[config.mk]
export PLATFORM = sky130hd
export DESIGN_NAME = hazard_control
export DESIGN_NICKNAME = d
export VERILOG_FILES = /design/src/rtl/dlx_ctrl_pkg.sv /design/src/rtl/hazard_detect.sv /design/src/rtl/hazard_control.sv
export SDC_FILE = /design/constraint.sdc
export NUM_CORES = 1
export LEC_CHECK = 0
export ABC_AREA = 1
export BUFFER_PORTS_ARGS = -buffer_cell sky130_fd_sc_hd__buf_2
export CAP_MARGIN = 20
export CORE_AREA = 5 5 42 44
export DETAILED_ROUTE_END_ITERATION = 8
export DIE_AREA = 0 0 47 49
export PLACE_DENSITY = 0.69
export SYNTH_ARGS = -nofsm -noshare
export SYNTH_HDL_FRONTEND = slang
export SYNTH_SLANG_ARGS = --single-unit
export TNS_END_PERCENT = 1
[constraint.sdc]
create_clock -name clk -period 1.15 [get_ports clk]
set_input_delay 0.115 -clock clk [delete_from_list [all_inputs] [get_ports clk]]
set_output_delay 0.115 -clock clk [all_outputs]
set_load 0.02 [all_outputs]
[src/rtl/dlx_ctrl_pkg.sv]
// Shared control types for the uDLX decode-stage hazard logic.
// State encoding is fixed so that state values stay stable across builds.
package dlx_ctrl_pkg;

  typedef enum logic [1:0] {
    RUN        = 2'd0,
    LOAD_STALL = 2'd1,
    FLUSH      = 2'd2
  } hc_state_e;

  localparam int DLX_ADDR_W = 5;

  // Width of the shared stall/flush down-counter: holds up to 3-1 = 2.
  localparam int HC_CNT_W = 2;

endpackage

[src/rtl/hazard_detect.sv]
// Combinational load-use compare of the decode sources against the EX and MEM
// destinations, with optional masking of the hardwired-zero register.
module hazard_detect #(
  parameter int ADDR_W       = 5,
  parameter int R0_HARDWIRED = 1
) (
  input  logic              i_ex_load,
  input  logic [ADDR_W-1:0] i_ex_wr_addr,
  input  logic              i_mem_load,
  input  logic [ADDR_W-1:0] i_mem_wr_addr,
  input  logic              i_rd_a_en,
  input  logic [ADDR_W-1:0] i_rd_a_addr,
  input  logic              i_rd_b_en,
  input  logic [ADDR_W-1:0] i_rd_b_addr,
  output logic              o_hz_ex,
  output logic              o_hz_mem
);

  logic w_a_live;
  logic w_b_live;
  logic w_a_ex;
  logic w_b_ex;
  logic w_a_mem;
  logic w_b_mem;

  // A source of r0 can never match a live producer when r0 is hardwired.
  assign w_a_live = i_rd_a_en && !((R0_HARDWIRED != 0) && (i_rd_a_addr == '0));
  assign w_b_live = i_rd_b_en && !((R0_HARDWIRED != 0) && (i_rd_b_addr == '0));

  assign w_a_ex  = w_a_live && (i_rd_a_addr == i_ex_wr_addr);
  assign w_b_ex  = w_b_live && (i_rd_b_addr == i_ex_wr_addr);
  assign w_a_mem = w_a_live && (i_rd_a_addr == i_mem_wr_addr);
  assign w_b_mem = w_b_live && (i_rd_b_addr == i_mem_wr_addr);

  assign o_hz_ex  = i_ex_load  && (w_a_ex  || w_b_ex);
  assign o_hz_mem = i_mem_load && (w_a_mem || w_b_mem);

endmodule

[src/rtl/hazard_control.sv]
// Decode-stage hazard and flow-control unit: load-use stalls, branch flushes,
// memory freeze. Define HAZARD_CTRL_STATS_EN to add the stall/flush counters.
module hazard_control
  import dlx_ctrl_pkg::*;
#(
  parameter int ADDR_W       = DLX_ADDR_W,
  parameter int LOAD_LATENCY = 1,
  parameter int FLUSH_CYCLES = 1,
  parameter int R0_HARDWIRED = 1,
  parameter int CNT_W        = 16
) (
  input  logic              clk,
  input  logic              rst_n,
  input  logic              id_ex_mem_data_rd_en,
  input  logic [ADDR_W-1:0] id_ex_reg_wr_addr,
  input  logic              ex_mem_mem_data_rd_en,
  input  logic [ADDR_W-1:0] ex_mem_reg_wr_addr,
  input  logic              if_id_rd_reg_a_en,
  input  logic              if_id_rd_reg_b_en,
  input  logic [ADDR_W-1:0] if_id_rd_reg_a_addr,
  input  logic [ADDR_W-1:0] if_id_rd_reg_b_addr,
  input  logic              select_new_pc,
  input  logic              dmem_busy,
  output logic              inst_rd_en,
  output logic              stall,
  output logic              general_flush,
  output logic              decode_flush,
  output logic              freeze
`ifdef HAZARD_CTRL_STATS_EN
  ,
  output logic [CNT_W-1:0]  stall_count,
  output logic [CNT_W-1:0]  flush_count
`endif
);

  localparam logic [HC_CNT_W-1:0] CNT_ONE       = HC_CNT_W'(1);
  localparam logic [HC_CNT_W-1:0] FLUSH_RELOAD  = HC_CNT_W'(FLUSH_CYCLES - 1);
  localparam logic [HC_CNT_W-1:0] EX_RELOAD     = HC_CNT_W'(LOAD_LATENCY - 1);
  localparam logic [HC_CNT_W-1:0] MEM_RELOAD    = HC_CNT_W'((LOAD_LATENCY > 2) ? (LOAD_LATENCY - 2) : 0);
  localparam hc_state_e           BR_STATE      = (FLUSH_CYCLES > 1) ? FLUSH : RUN;
  localparam hc_state_e           EX_STATE      = (LOAD_LATENCY > 1) ? LOAD_STALL : RUN;
  localparam hc_state_e           MEM_STATE     = (LOAD_LATENCY > 2) ? LOAD_STALL : RUN;

  hc_state_e             r_state;
  logic [HC_CNT_W-1:0]   r_cnt;

  logic w_hz_ex;
  logic w_hz_mem_raw;
  logic w_hz_mem;
  logic w_cnt_last;
  logic w_inst_rd_en;
  logic w_stall;
  logic w_gflush;
  logic w_dflush;
  logic w_freeze;

  hazard_detect #(
    .ADDR_W       (ADDR_W),
    .R0_HARDWIRED (R0_HARDWIRED)
  ) u_hazard_detect (
    .i_ex_load     (id_ex_mem_data_rd_en),
    .i_ex_wr_addr  (id_ex_reg_wr_addr),
    .i_mem_load    (ex_mem_mem_data_rd_en),
    .i_mem_wr_addr (ex_mem_reg_wr_addr),
    .i_rd_a_en     (if_id_rd_reg_a_en),
    .i_rd_a_addr   (if_id_rd_reg_a_addr),
    .i_rd_b_en     (if_id_rd_reg_b_en),
    .i_rd_b_addr   (if_id_rd_reg_b_addr),
    .o_hz_ex       (w_hz_ex),
    .o_hz_mem      (w_hz_mem_raw)
  );

  // With a single-cycle load the MEM-stage value is already forwardable.
  assign w_hz_mem   = (LOAD_LATENCY >= 2) && w_hz_mem_raw;
  assign w_cnt_last = (r_cnt <= CNT_ONE);

  // State and shared down-counter; a busy data memory holds both untouched.
  always_ff @(posedge clk or negedge rst_n) begin
    if (!rst_n) begin
      r_state <= RUN;
      r_cnt   <= '0;
    end else if (!dmem_busy) begin
      case (r_state)
        FLUSH: begin
          if (select_new_pc) begin
            r_cnt <= FLUSH_RELOAD;
          end else if (w_cnt_last) begin
            r_state <= RUN;
            r_cnt   <= '0;
          end else begin
            r_cnt <= r_cnt - CNT_ONE;
          end
        end
        LOAD_STALL: begin
          if (select_new_pc) begin
            r_state <= BR_STATE;
            r_cnt   <= FLUSH_RELOAD;
          end else if (w_cnt_last) begin
            r_state <= RUN;
            r_cnt   <= '0;
          end else begin
            r_cnt <= r_cnt - CNT_ONE;
          end
        end
        default: begin
          if (select_new_pc) begin
            r_state <= BR_STATE;
            r_cnt   <= FLUSH_RELOAD;
          end else if (w_hz_ex) begin
            r_state <= EX_STATE;
            r_cnt   <= EX_RELOAD;
          end else if (w_hz_mem) begin
            r_state <= MEM_STATE;
            r_cnt   <= MEM_RELOAD;
          end else begin
            r_state <= RUN;
            r_cnt   <= '0;
          end
        end
      endcase
    end
  end

  // Outputs react in the same cycle; a redirect looks identical from every state.
  always_comb begin
    w_inst_rd_en = 1'b0;
    w_stall      = 1'b0;
    w_gflush     = 1'b0;
    w_dflush     = 1'b0;
    w_freeze     = 1'b0;
    if (!rst_n) begin
      w_gflush = 1'b1;
      w_dflush = 1'b1;
    end else if (dmem_busy) begin
      w_freeze = 1'b1;
      w_stall  = 1'b1;
    end else if (select_new_pc) begin
      w_inst_rd_en = 1'b1;
      w_gflush     = 1'b1;
      w_dflush     = 1'b1;
    end else if (r_state == FLUSH) begin
      w_inst_rd_en = 1'b1;
      w_dflush     = 1'b1;
    end else if ((r_state == LOAD_STALL) || w_hz_ex || w_hz_mem) begin
      w_stall  = 1'b1;
      w_dflush = 1'b1;
    end else begin
      w_inst_rd_en = 1'b1;
    end
  end

  assign inst_rd_en    = w_inst_rd_en;
  assign stall         = w_stall;
  assign general_flush = w_gflush;
  assign decode_flush  = w_dflush;
  assign freeze        = w_freeze;

`ifdef HAZARD_CTRL_STATS_EN
  logic [CNT_W-1:0] r_stall_count;
  logic [CNT_W-1:0] r_flush_count;

  function automatic logic [CNT_W-1:0] sat_inc(input logic [CNT_W-1:0] v);
    return (&v) ? v : (v + CNT_W'(1));
  endfunction

  always_ff @(posedge clk or negedge rst_n) begin
    if (!rst_n) begin
      r_stall_count <= '0;
      r_flush_count <= '0;
    end else begin
      if (w_stall && !w_freeze) r_stall_count <= sat_inc(r_stall_count);
      if (w_gflush)             r_flush_count <= sat_inc(r_flush_count);
    end
  end

  assign stall_count = r_stall_count;
  assign flush_count = r_flush_count;
`else
  logic w_unused_cnt_w;
  assign w_unused_cnt_w = (CNT_W != 0);
`endif

endmodule
==> results.py <==
metrics = {
    "sta": {
        "fin_crit_sh_pct": 123,
        "final_max_slew_viol_count": 0,
        "fmaxAchievable_ghz": 0.707,
        "skew_ns": 0.000316,
        "holdWs_ns": 0.184,
        "worst_slack_ns": -0.264,
        "period_minus_slack_ns": 1.41,
        "finalHoldViolCount": 0,
        "relSlewSlack_pct": 87.4,
        "setup_violations": 3,
        "worst_pin_slew_ns": 0.189,
        "grt_setup_unrepaired": "yes",
    },
    "grt": {
        "gr-total-overflow": 0,
        "grt_pass1_vias": 517,
        "grt_first_pass_wirelength_mm": 1.99,
        "grt_usage_pct": 11.1,
        "antenna_found_initial": 0,
        "grt_max_degree": 8,
    },
    "final_layout": {
        "drive_gt1_share_pct": 31.5,
        "multi_input_area_um2": 329,
        "n_fill_cell": 161,
        "antennaDiodeCount": 0,
        "area_delta_synth_final_pct": 47.3,
        "finish.net_count": 159,
        "seqCellArea_um2": 100,
    },
    "die": {
        "die_y_um": 49,
        "fp.dieW_um": 47,
        "dieArea_um2": 2300,
        "rows": 14,
        "initial_utilization_pct": 35.3,
        "core_um2": 1400,
        "io_pins": 33,
    },
    "clocking": {
        "cts_buffers": 3,
        "cts_tree": "done",
        "cts_htree_levels": 1,
        "cts-root-buf": "clkbuf_4",
        "insertion_delay_ns": 0.22,
        "clk_pin_slew_worst_paths_ns": 0.03,
        "clk_path_buf_depth": 2,
        "cts_sinks": 4,
    },
    "yosys": {
        "syn_avg_cell_area_um2": 5.15,
        "synth_area_leader_cell": "nand2_1",
        "yosysMostFrequentCell": "nand2_1",
        "ys_types": 12,
        "seq_area_frac_synth_pct": 20.3,
        "synth_seq_cells": 4,
        "synthFlopType": "dfrtp_1",
        "synth_top_cell_area_share_pct": 28.1,
        "syn_area_um2": 494,
        "synthCells": 96,
        "synthTopCellsByArea": "nand2_1, dfrtp_1, inv_1, nor2_1, ha_1",
        "syn-num-nets": 126,
        "synth_edf_count": 0,
        "synth_common_cells": "nand2_1, inv_1, nor2_1",
        "ys_async_sr_fraction_pct": 100,
        "synth_warnings": 0,
    },
    "setup_path": {
        "critPathBufInv": 3,
        "r2r_start": "r_state[0]",
        "slowest_stage": "dfrtp_1",
        "arrival_ns": 1.30,
        "worstSetupPathType": "reg -> out",
        "cp_cell_sequence": "inv_1 > ha_2 > inv_2 > nand2_2 > nand2_2 > a21oi_2 > buf_4",
        "critPathTopFamily": "flip-flops",
        "crit_required_ns": 1.03,
        "cp-end-kind": "primary output",
        "worst-path-max-fanout": 2,
        "path_common_cell": "nand2_2",
        "critical_path.startpoint": "r_state[1]",
        "critPathLaunchType": "flop",
        "slowest_delay_ns": 0.40,
    },
    "pwr": {
        "p_per_area_nw_per_um2": 647,
        "total_leakage_power_uw": 0.000475,
        "peakVddDrop_uv": 521,
    },
    "route": {
        "vias": 601,
        "drt_pass1_iterations": 2,
        "drtIter0Drc": 10,
        "ant_nets": 0,
        "drc": 0,
        "avgViaCountPerCell": 4.20,
        "wl_per_cell_um": 8.21,
        "wl_mm": 1.17,
    },
    "placed_design": {
        "dpl_worst_slack_ns": -0.129,
        "hpwl_mm": 1.00,
        "portBuffers": 26,
        "gp_congestion": 0.757,
    },
    "status": {
        "status": "complete, but fails checks",
        "violations": "negative setup slack",
    },
    "min_path": {
        "min-delay-start": "dmem_busy",
        "hold_path.class": "in -> reg",
    },
    "job": {
        "timing.max_cap.violations": 0,
    },
}
## timing repair
action                                  in CTS  in global routing
endpoints found under the setup margin       3                  5
buffers inserted                             0                  0
hold endpoints to repair                     4                  0
gates resized for setup                     13                  2
pin swaps                                    2                  0
hold buffers                                 1                  0
## layout by cell type, fill, tap and decap left out
cell type,Yosys,final
a21oi_1,2,2
a21oi_2,1,1
buf_2,0,23
buf_4,0,2
buf_6,0,2
clkbuf_4,0,3
dfrtp_1,4,4
dlygate4sd3_1,0,1
ha_2,0,1
ha_4,0,1
inv_1,25,23
inv_2,0,2
nand2_1,37,37
nand2_2,2,2
nand4_1,3,3
nor2_1,13,11
nor2_2,0,1
nor2_4,0,1
nor3_1,1,1
o21ai_0,5,3
o21ai_1,0,1
o21ai_2,0,1
o21bai_1,1,1
## metal layers
layer  track usage (%)  vias up  wire length [um]
li1                  -      346                 -
met1              14.4      248               512
met2              18.1        7               613
met3              2.21        0                48
met4              2.76        0                 0
met5                 0        -                 0
## logic make-up after synthesis
| group | Yosys count | share of synthesized area, % |
|---|---|---|
| flip-flops | 4 | 20.3 |
| adder cells (fa/ha/maj) | 2 | 5.06 |
| AO/OA/AOI/OAI | 9 | 10.4 |
| buffers and inverters | 25 | 19.0 |
| AND/OR/NAND/NOR | 56 | 45.3 |
## final timing paths
kind                                   end  slack, ns  cells past startpoint
min in group asynchronous       r_state[0]       0.31                      2
worst min-delay path              r_cnt[0]       0.18                      3
worst min register to register    r_cnt[0]       0.47                      2
worst max register to register  r_state[0]       0.06                      5
worst max-delay path                 stall      -0.26                      7
max in group asynchronous         r_cnt[0]       0.67                      2
## sequential cells by signal, summed over array words and instances (netlist names)
signal   flops
r_cnt        2
r_state      2
## report_power, final
part	internal (uW)	switching (uW)	total, uW	leakage, uW
clock	116	45.8	162	0.0000138
sequential	142	0.000000389	142	0.0000559
combinational	73.2	94.4	168	0.000405
## area by class of cell
class | count | share of cell area, %
timing repair buffer | 28 | 22.3
clock buffer | 3 | 3.09
tap | 16 | 2.75
sequential | 4 | 13.7
inverter | 25 | 12.9
multi-input combinational | 67 | 45.2
## worst register-to-register path, stage by stage, from the launching register on
cell and delay, ns:
dfrtp_1 0.36, inv_2 0.06, ha_4 0.16, o21bai_1 0.14
a21oi_1 0.19, nor2_1 0.06
## through the flow
| step | total power [uW] | TNS, ns | instance area [um2] | utilization (%) | cells |
|---|---|---|---|---|---|
| floorplan | 226 | 0 | 497 | - | 96 |
| global placement | 295 | -0.183 | 654 | 46.7 | 139 |
| detailed placement | 297 | -0.236 | 654 | 46.7 | 139 |
| CTS | 481 | -0.783 | 724 | 51.7 | 143 |
| global route | 519 | -1.09 | 728 | 52.0 | 143 |
| finish | 471 | -0.773 | 728 | 52.0 | 143 |
No activity file was read; power rests on OpenSTA's default activity.
